**src/rtl/irq_pkg.sv**
```systemverilog
// Shared definitions for the vectored interrupt controller: register
// offsets of the 8-bit IO window, the request FSM state type and the
// channel-index width helper.
package irq_pkg;

  localparam logic [1:0] REG_ENABLE    = 2'd0;
  localparam logic [1:0] REG_EDGE_SEL  = 2'd1;
  localparam logic [1:0] REG_PENDING   = 2'd2;
  localparam logic [1:0] REG_INSERVICE = 2'd3;

  typedef enum logic {IDLE = 1'b0, REQ = 1'b1} irq_state_t;

  // Index width for n channels; a single channel still needs one bit.
  function automatic int idxWidth(input int n);
    return (n <= 1) ? 1 : $clog2(n);
  endfunction

endpackage

```
**src/rtl/irq_if.sv**
```systemverilog
// CPU-facing bundle: interrupt request/vector handshake plus the register
// window on the data/IO bus.
//   master : CPU side (drives ack/eoi and bus strobes)
//   slave  : controller side (drives request, vector, read data)
interface irq_if;
  logic        irq_req;
  logic [15:0] irq_vector;
  logic        irq_ack;
  logic        irq_eoi;
  logic [1:0]  io_addr;
  logic [7:0]  io_wdata;
  logic        io_we;
  logic        io_re;
  logic [7:0]  io_rdata;

  modport master (
    input  irq_req, irq_vector, io_rdata,
    output irq_ack, irq_eoi, io_addr, io_wdata, io_we, io_re
  );

  modport slave (
    output irq_req, irq_vector, io_rdata,
    input  irq_ack, irq_eoi, io_addr, io_wdata, io_we, io_re
  );
endinterface

```
**src/rtl/irq_priority_enc.sv**
```systemverilog
// Combinational lowest-index-set encoder.
//   vec   : input bit vector
//   valid : any bit of vec set
//   idx   : index of the lowest set bit (0 when none set)
module irq_priority_enc #(
  parameter int N = 8,
  parameter int W = 3
) (
  input  logic [N-1:0] vec,
  output logic         valid,
  output logic [W-1:0] idx
);
  always_comb begin
    valid = |vec;
    idx   = '0;
    // Scan downward so the lowest set index is the last one written.
    for (int i = N - 1; i >= 0; i--) begin
      if (vec[i]) idx = W'(i);
    end
  end
endmodule

```
**src/rtl/irq_controller.sv**
```systemverilog
// Vectored interrupt controller: NUM_IRQ level/edge sources, per-channel
// enable, fixed priority (channel 0 highest), in-service nesting, one
// request plus a 16-bit handler vector to the CPU.
//   clk, reset : clock, synchronous active-high reset
//   irq_in     : peripheral sources (synchronous to clk)
//   irq_clr    : one-cycle clear strobe to the acknowledged source
//   bus        : CPU request/ack/eoi handshake and register window
module irq_controller
  import irq_pkg::*;
#(
  parameter int          NUM_IRQ       = 8,
  parameter logic [15:0] VECTOR_BASE   = 16'h0008,
  parameter int          VECTOR_STRIDE = 2
) (
  input  logic               clk,
  input  logic               reset,
  input  logic [NUM_IRQ-1:0] irq_in,
  output logic [NUM_IRQ-1:0] irq_clr,
  irq_if.slave               bus
);
  localparam int IW = idxWidth(NUM_IRQ);

  logic [NUM_IRQ-1:0] enable, edgeSel, pending, inService, irqPrev;
  logic [NUM_IRQ-1:0] eligible, rise, w1c, ackSet, eoiClr, pendNext, latchedOh;
  logic [IW-1:0]      idxQ, eligIdx, isIdx;
  logic               eligValid, isValid, winner, ackNow;
  irq_state_t         state;
  logic               reqQ;
  logic [15:0]        vectorQ;
  logic [7:0]         rdataQ, rdMux;

  function automatic logic [15:0] vecOf(input logic [IW-1:0] i);
    return VECTOR_BASE + 16'(i) * 16'(VECTOR_STRIDE);
  endfunction

  assign eligible = pending & enable;

  irq_priority_enc #(.N(NUM_IRQ), .W(IW)) uEligEnc (
    .vec(eligible), .valid(eligValid), .idx(eligIdx)
  );
  irq_priority_enc #(.N(NUM_IRQ), .W(IW)) uIsEnc (
    .vec(inService), .valid(isValid), .idx(isIdx)
  );

  // Only a strictly higher-priority source than everything in service may
  // preempt; equal priority would re-enter the running handler.
  assign winner = eligValid && (!isValid || (eligIdx < isIdx));

  always_comb begin
    latchedOh       = '0;
    latchedOh[idxQ] = 1'b1;
  end

  assign ackNow = (state == REQ) && bus.irq_ack;
  assign ackSet = ackNow ? latchedOh : '0;
  assign rise   = irq_in & ~irqPrev;
  assign w1c    = (bus.io_we && bus.io_addr == REG_PENDING) ?
                  bus.io_wdata[NUM_IRQ-1:0] : '0;

  // eoi retires the highest-priority in-service level, evaluated on the
  // pre-ack state so a same-cycle ack is never cleared by its own eoi.
  always_comb begin
    eoiClr = '0;
    if (bus.irq_eoi && isValid) eoiClr[isIdx] = 1'b1;
  end

  // Edge channels: a new edge beats both W1C and ack clear in the same cycle.
  // Level channels simply follow the source.
  assign pendNext = (edgeSel & ((pending & ~w1c & ~ackSet) | rise)) |
                    (~edgeSel & irq_in);

  always_comb begin
    rdMux = '0;
    case (bus.io_addr)
      REG_ENABLE:    rdMux[NUM_IRQ-1:0] = enable;
      REG_EDGE_SEL:  rdMux[NUM_IRQ-1:0] = edgeSel;
      REG_PENDING:   rdMux[NUM_IRQ-1:0] = pending;
      REG_INSERVICE: rdMux[NUM_IRQ-1:0] = inService;
      default:       rdMux = '0;
    endcase
  end

  always_ff @(posedge clk) begin
    if (reset) begin
      enable    <= '0;
      edgeSel   <= '0;
      pending   <= '0;
      inService <= '0;
      irqPrev   <= '0;
      irq_clr   <= '0;
      rdataQ    <= '0;
      state     <= IDLE;
      reqQ      <= 1'b0;
      idxQ      <= '0;
      vectorQ   <= VECTOR_BASE;
    end else begin
      irqPrev   <= irq_in;
      pending   <= pendNext;
      inService <= (inService & ~eoiClr) | ackSet;
      irq_clr   <= '0;

      if (bus.io_we) begin
        case (bus.io_addr)
          REG_ENABLE:   enable  <= bus.io_wdata[NUM_IRQ-1:0];
          REG_EDGE_SEL: edgeSel <= bus.io_wdata[NUM_IRQ-1:0];
          default: ;
        endcase
      end
      if (bus.io_re) rdataQ <= rdMux;

      case (state)
        IDLE: begin
          if (winner) begin
            idxQ    <= eligIdx;
            vectorQ <= vecOf(eligIdx);
            reqQ    <= 1'b1;
            state   <= REQ;
          end
        end
        REQ: begin
          // Index/vector stay frozen here; preemption is re-evaluated in IDLE.
          if (bus.irq_ack) begin
            reqQ    <= 1'b0;
            irq_clr <= latchedOh;
            state   <= IDLE;
          end else if (!eligible[idxQ]) begin
            reqQ  <= 1'b0;
            state <= IDLE;
          end
        end
        default: state <= IDLE;
      endcase
    end
  end

  assign bus.irq_req    = reqQ;
  assign bus.irq_vector = vectorQ;
  assign bus.io_rdata   = rdataQ;

endmodule

```
**src/flat_wrapper.sv**
```systemverilog
// flat-port wrapper written by rule: the top's interface ports become plain ports
module irq_controller_flat import irq_pkg::*;
#(
  parameter int          NUM_IRQ       = 8,
  parameter logic [15:0] VECTOR_BASE   = 16'h0008,
  parameter int          VECTOR_STRIDE = 2
)
  (clk, reset, irq_in, irq_clr, bus_irq_req, bus_irq_vector, bus_io_rdata, bus_irq_ack, bus_irq_eoi, bus_io_addr, bus_io_wdata, bus_io_we, bus_io_re);
  irq_if bus_i ();
  input  logic clk;
  input  logic reset;
  input  logic [NUM_IRQ-1:0] irq_in;
  output logic [NUM_IRQ-1:0] irq_clr;
  output wire logic [$bits(bus_i.irq_req)-1:0] bus_irq_req;
  output wire logic [$bits(bus_i.irq_vector)-1:0] bus_irq_vector;
  output wire logic [$bits(bus_i.io_rdata)-1:0] bus_io_rdata;
  input wire logic [$bits(bus_i.irq_ack)-1:0] bus_irq_ack;
  input wire logic [$bits(bus_i.irq_eoi)-1:0] bus_irq_eoi;
  input wire logic [$bits(bus_i.io_addr)-1:0] bus_io_addr;
  input wire logic [$bits(bus_i.io_wdata)-1:0] bus_io_wdata;
  input wire logic [$bits(bus_i.io_we)-1:0] bus_io_we;
  input wire logic [$bits(bus_i.io_re)-1:0] bus_io_re;
  assign bus_irq_req = bus_i.irq_req;
  assign bus_irq_vector = bus_i.irq_vector;
  assign bus_io_rdata = bus_i.io_rdata;
  assign bus_i.irq_ack = bus_irq_ack;
  assign bus_i.irq_eoi = bus_irq_eoi;
  assign bus_i.io_addr = bus_io_addr;
  assign bus_i.io_wdata = bus_io_wdata;
  assign bus_i.io_we = bus_io_we;
  assign bus_i.io_re = bus_io_re;
  irq_controller #(.NUM_IRQ(NUM_IRQ), .VECTOR_BASE(VECTOR_BASE), .VECTOR_STRIDE(VECTOR_STRIDE)) u_core (.clk(clk), .reset(reset), .irq_in(irq_in), .irq_clr(irq_clr), .bus(bus_i));
endmodule
```
**config.mk**
```make
export PLATFORM = sky130hd
export DESIGN_NAME = irq_controller_flat
export DESIGN_NICKNAME = d
export VERILOG_FILES = /design/src/rtl/irq_pkg.sv /design/src/rtl/irq_if.sv /design/src/rtl/irq_priority_enc.sv /design/src/rtl/irq_controller.sv /design/src/flat_wrapper.sv
export SDC_FILE = /design/constraint.sdc
export NUM_CORES = 1
export LEC_CHECK = 0
export BUFFER_PORTS_ARGS = -buffer_cell sky130_fd_sc_hd__buf_2
export CAP_MARGIN = 10
export CORE_ASPECT_RATIO = 1.1
export CORE_MARGIN = 4
export CORE_UTILIZATION = 49
export DETAILED_ROUTE_END_ITERATION = 16
export GPL_ROUTABILITY_DRIVEN = 0
export GPL_TIMING_DRIVEN = 1
export PLACE_DENSITY = 0.75
export SLEW_MARGIN = 20
export SYNTH_ARGS = -nofsm -noshare
export SYNTH_HDL_FRONTEND = slang
export SYNTH_SLANG_ARGS = --single-unit
```
**constraint.sdc**
```tcl
create_clock -name clk -period 2.2 [get_ports clk]
set_input_delay 0.55 -clock clk [delete_from_list [all_inputs] [get_ports clk]]
set_output_delay 0.55 -clock clk [all_outputs]
set_load 0.02 [all_outputs]
```
==> flow_summary_export.csv <==
group,metric,value,unit
timing,fmax,474.3,MHz
routing,drtIter0Drc,203,
floorplanning,ioPinCount,57,
timing,report.final.setup_viol,0,
routing,wl_met3,537,µm
timing,final_max_slew_viol_count,0,
routing,routed.top_layer,"met4",
synthesis,syn_inst,295,
synthesis,yosys_register_bits,62,
cells_and_area,fill_cells,517,
power,p_total,2.363,mW
routing,wl_met2,3.416,mm
setup_path,r2r-start,"u_core.inService[6]$_SDFF_PP0_",
timing,finalCritPeriodShare,95.83,%
timing,worst_slew_pin_slew,0.5510,ns
synthesis,yosysSeqAreaShare,43.07,%
synthesis,synth_edf_count,0,
worst_hold_path,hold_end,"u_core.irqPrev[7]$_SDFF_PP0_",
setup_path,crit_arrival,2.34,ns
clock_network,cts_sinks,62,
cells_and_area,final_cell_mix,"dfxtp_1, buf_2, nor2_1",
floorplanning,die_h,88.43,µm
setup_path,rrSetupSlack,0.09,ns
cells_and_area,num-nets-final,375,
cells_and_area,final_common_cell,"dfxtp_1",
setup_path,r2r_end,"u_core.bus.irq_vector[3]$_SDFFE_PP1P_",
power,leakagePower,1.543,nW
routing,antenna_left,0,
routing,first_pass_iters,4,
timing,max_slew_margin,63.22,%
clock_network,clockBufferDepth,2,
global_routing,grt_pass1_vias,2389,
global_routing,grt_max_degree,32,
power,peakVddDrop,312.7,µV
global_routing,grt.overflow.total,0,
floorplanning,start_util,50.26,%
worst_hold_path,hp-start,"irq_in[7]",
clock_network,clk_latency,0.34,ns
clock_network,cts_tree,"done",
worst_hold_path,min_path_cells,2,
routing,wl,7.111,mm
setup_path,worst_path_max_delay_cell,"dfxtp_1",
clock_network,path_clk_slew,0.06,ns
cells_and_area,area_growth,19.89,%
placed_design,port_buffers,44,
cells_and_area,multi_input_area,0.001563,mm²
setup_path,crit_type,"flip-flop to flip-flop",
timing,setup_slack,0.09169,ns
timing,hold_viol_final,0,
floorplanning,die_w,81.12,µm
timing,fin_crit,2.108,ns
floorplanning,die_area,0.007173,mm²
routing,drc,0,
setup_path,reg2reg_depth,9,
routing,via_per_inst,5.628,
clock_network,cts_made_buffers,9,
setup_path,crit_fanout,4,
synthesis,ys.flop_type,"dfxtp_1",
worst_hold_path,hold_class,"input port to flip-flop",
routing,via_count,2420,
cells_and_area,n_antenna_cell,0,
synthesis,synthArstFlopShare,0,%
run_status,status,"finished, final reports clean",
placed_design,dp_hpwl,5.228,mm
synthesis,yosysUniqueCellTypes,48,
power,power_density,684.0,mW/mm²
synthesis,synth.cell_area,0.002882,mm²
setup_path,required,2.43,ns
floorplanning,core_region_area,0.005733,mm²
global_routing,antenna_found_initial,0,
routing,routedWlPerCell,16.54,µm
setup_path,startpoint_type,"flip-flop",
setup_path,path_cells,"nor2_2 -> nor3_2 -> o31ai_1 -> ha_1 -> o21ai_1 -> a32oi_2 -> inv_2 -> o21a_4 -> o31a_1",
setup_path,crit_path_end_kind,"flip-flop",
global_routing,grt_pass1_wl,11.70,mm
synthesis,avgSynthCellArea,9.768,µm²
clock_network,root_buffer,"clkbuf_8",
setup_path,crit_path_max_incr_delay,0.35,ns
placed_design,dpl_worst_slack,-0.001113,ns
global_routing,grt_use_total,21.72,%
cells_and_area,regArea,0.001250,mm²
floorplanning,rows,29,
synthesis,yosysWarnings,0,
routing,m1WireLength,2.963,mm
cells_and_area,drive_gt1_share,31.73,%
clock_network,htree_num_levels,3,
job,maxCapViolCount,0,
timing,fin_worst_skew,0.007005,ns
-- layer usage --
layer	GRT usage, %	vias to the layer above
met5	0	-
met1	27.03	1159
met3	4.990	18
met4	10.29	0
met2	35.62	93
li1	-	1150
-- sequential cells by signal, indices dropped and copies added (netlist names), 3 cells and up --
name and count:
u_core.irq_clr 8, u_core.inService 8, u_core.bus.io_rdata 8, u_core.pending 8, u_core.idxQ 3, u_core.edgeSel 8, u_core.enable 8, u_core.irqPrev 8
-- metrics by stage --
step	utilization (%)	hold WS, ns	TNS, ns	std cells	instance area [µm²]
after global routing	60.26	0.4575	-0.01910	430	3455
after CTS	58.97	0.4404	-0.003504	430	3381
final	60.26	0.4470	0	430	3455
after floorplan	-	0.4559	0	306	2923
after detailed placement	55.59	0.4682	-0.001113	414	3187
after global placement	55.59	0.4605	0	414	3187
-- power breakdown --
part | total [mW] | internal [mW] | switching [mW]
combinational | 0.228 | 0.0979 | 0.130
sequential | 1.18 | 1.16 | 0.0256
clock | 0.951 | 0.550 | 0.401
-- timing repair --
action,4_1_cts,5_1_grt
pin swaps,1,5
buffers inserted,1,0
resized for setup,2,20
endpoints found under the setup margin,3,6
hold buffers,0,0
-- cell usage after synthesis, types with 4 or more instances --
cell type  count  area, µm²
a21oi_1        9      45.04
inv_1          5      18.77
nor2_1        34      127.6
a21boi_0       7      52.55
dfxtp_1       62       1241
mux2i_1       25      250.2
mux4_2         6      135.1
buf_2          9      45.04
nand2b_1       5      31.28
o211ai_1       4      30.03
buf_4         13      97.59
o21ai_0        4      20.02
nand2_1       24      90.09
and3_1         4      25.02
a41o_1         7      70.07
a31o_2         5      43.79
nor3_1         7      35.03
nor2b_1       10      62.56
a32oi_1        6      52.55
-- kinds of logic after synthesis --
family | share of synthesized area [%]
AOI/OAI and AO/OA | 17.02
adders and majority gates | 0.8683
buffers and inverters | 6.513
DFF | 43.07
muxes | 15.20
other | 0.1301
and+or+nand+nor | 17.19
-- how the worst max path moves through the flow --
stage | startpoint | endpoint | slack, ns
2_1_floorplan | u_core.pending[0]$_SDFF_PP0_ | u_core.bus.irq_vector[3]$_SDFFE_PP1P_ | 0.09
3_3_place_gp | u_core.pending[2]$_SDFF_PP0_ | u_core.idxQ[0]$_SDFFE_PP0P_ | 0.08
3_5_place_dp | u_core.pending[2]$_SDFF_PP0_ | u_core.idxQ[0]$_SDFFE_PP0P_ | -0.001
4_1_cts | u_core.pending[0]$_SDFF_PP0_ | u_core.bus.irq_vector[3]$_SDFFE_PP1P_ | -0.003
5_1_grt | u_core.inService[6]$_SDFF_PP0_ | u_core.bus.irq_vector[3]$_SDFFE_PP1P_ | -0.01
6_report | u_core.inService[6]$_SDFF_PP0_ | u_core.bus.irq_vector[3]$_SDFFE_PP1P_ | 0.09
-- critical path, delay by kind of cell, from the launching register on --
family                     cells  cell delay [ns]
DFF                            1             0.35
buffers and inverters          1             0.09
AOI/OAI and AO/OA              5             1.01
adders and majority gates      1             0.25
and+or+nand+nor                2             0.28
-- cell type report --
| class | count | share of cell area (%) |
|---|---|---|
| clock buffers | 14 | 4.419 |
| clock inverters | 1 | 0.8693 |
| multi-input cells | 210 | 45.24 |
| repair buffers | 60 | 9.852 |
| inverters | 6 | 0.6519 |
| well taps | 77 | 2.789 |
| flip-flops and latches | 62 | 36.18 |
(Power assumes the default switching activity.)
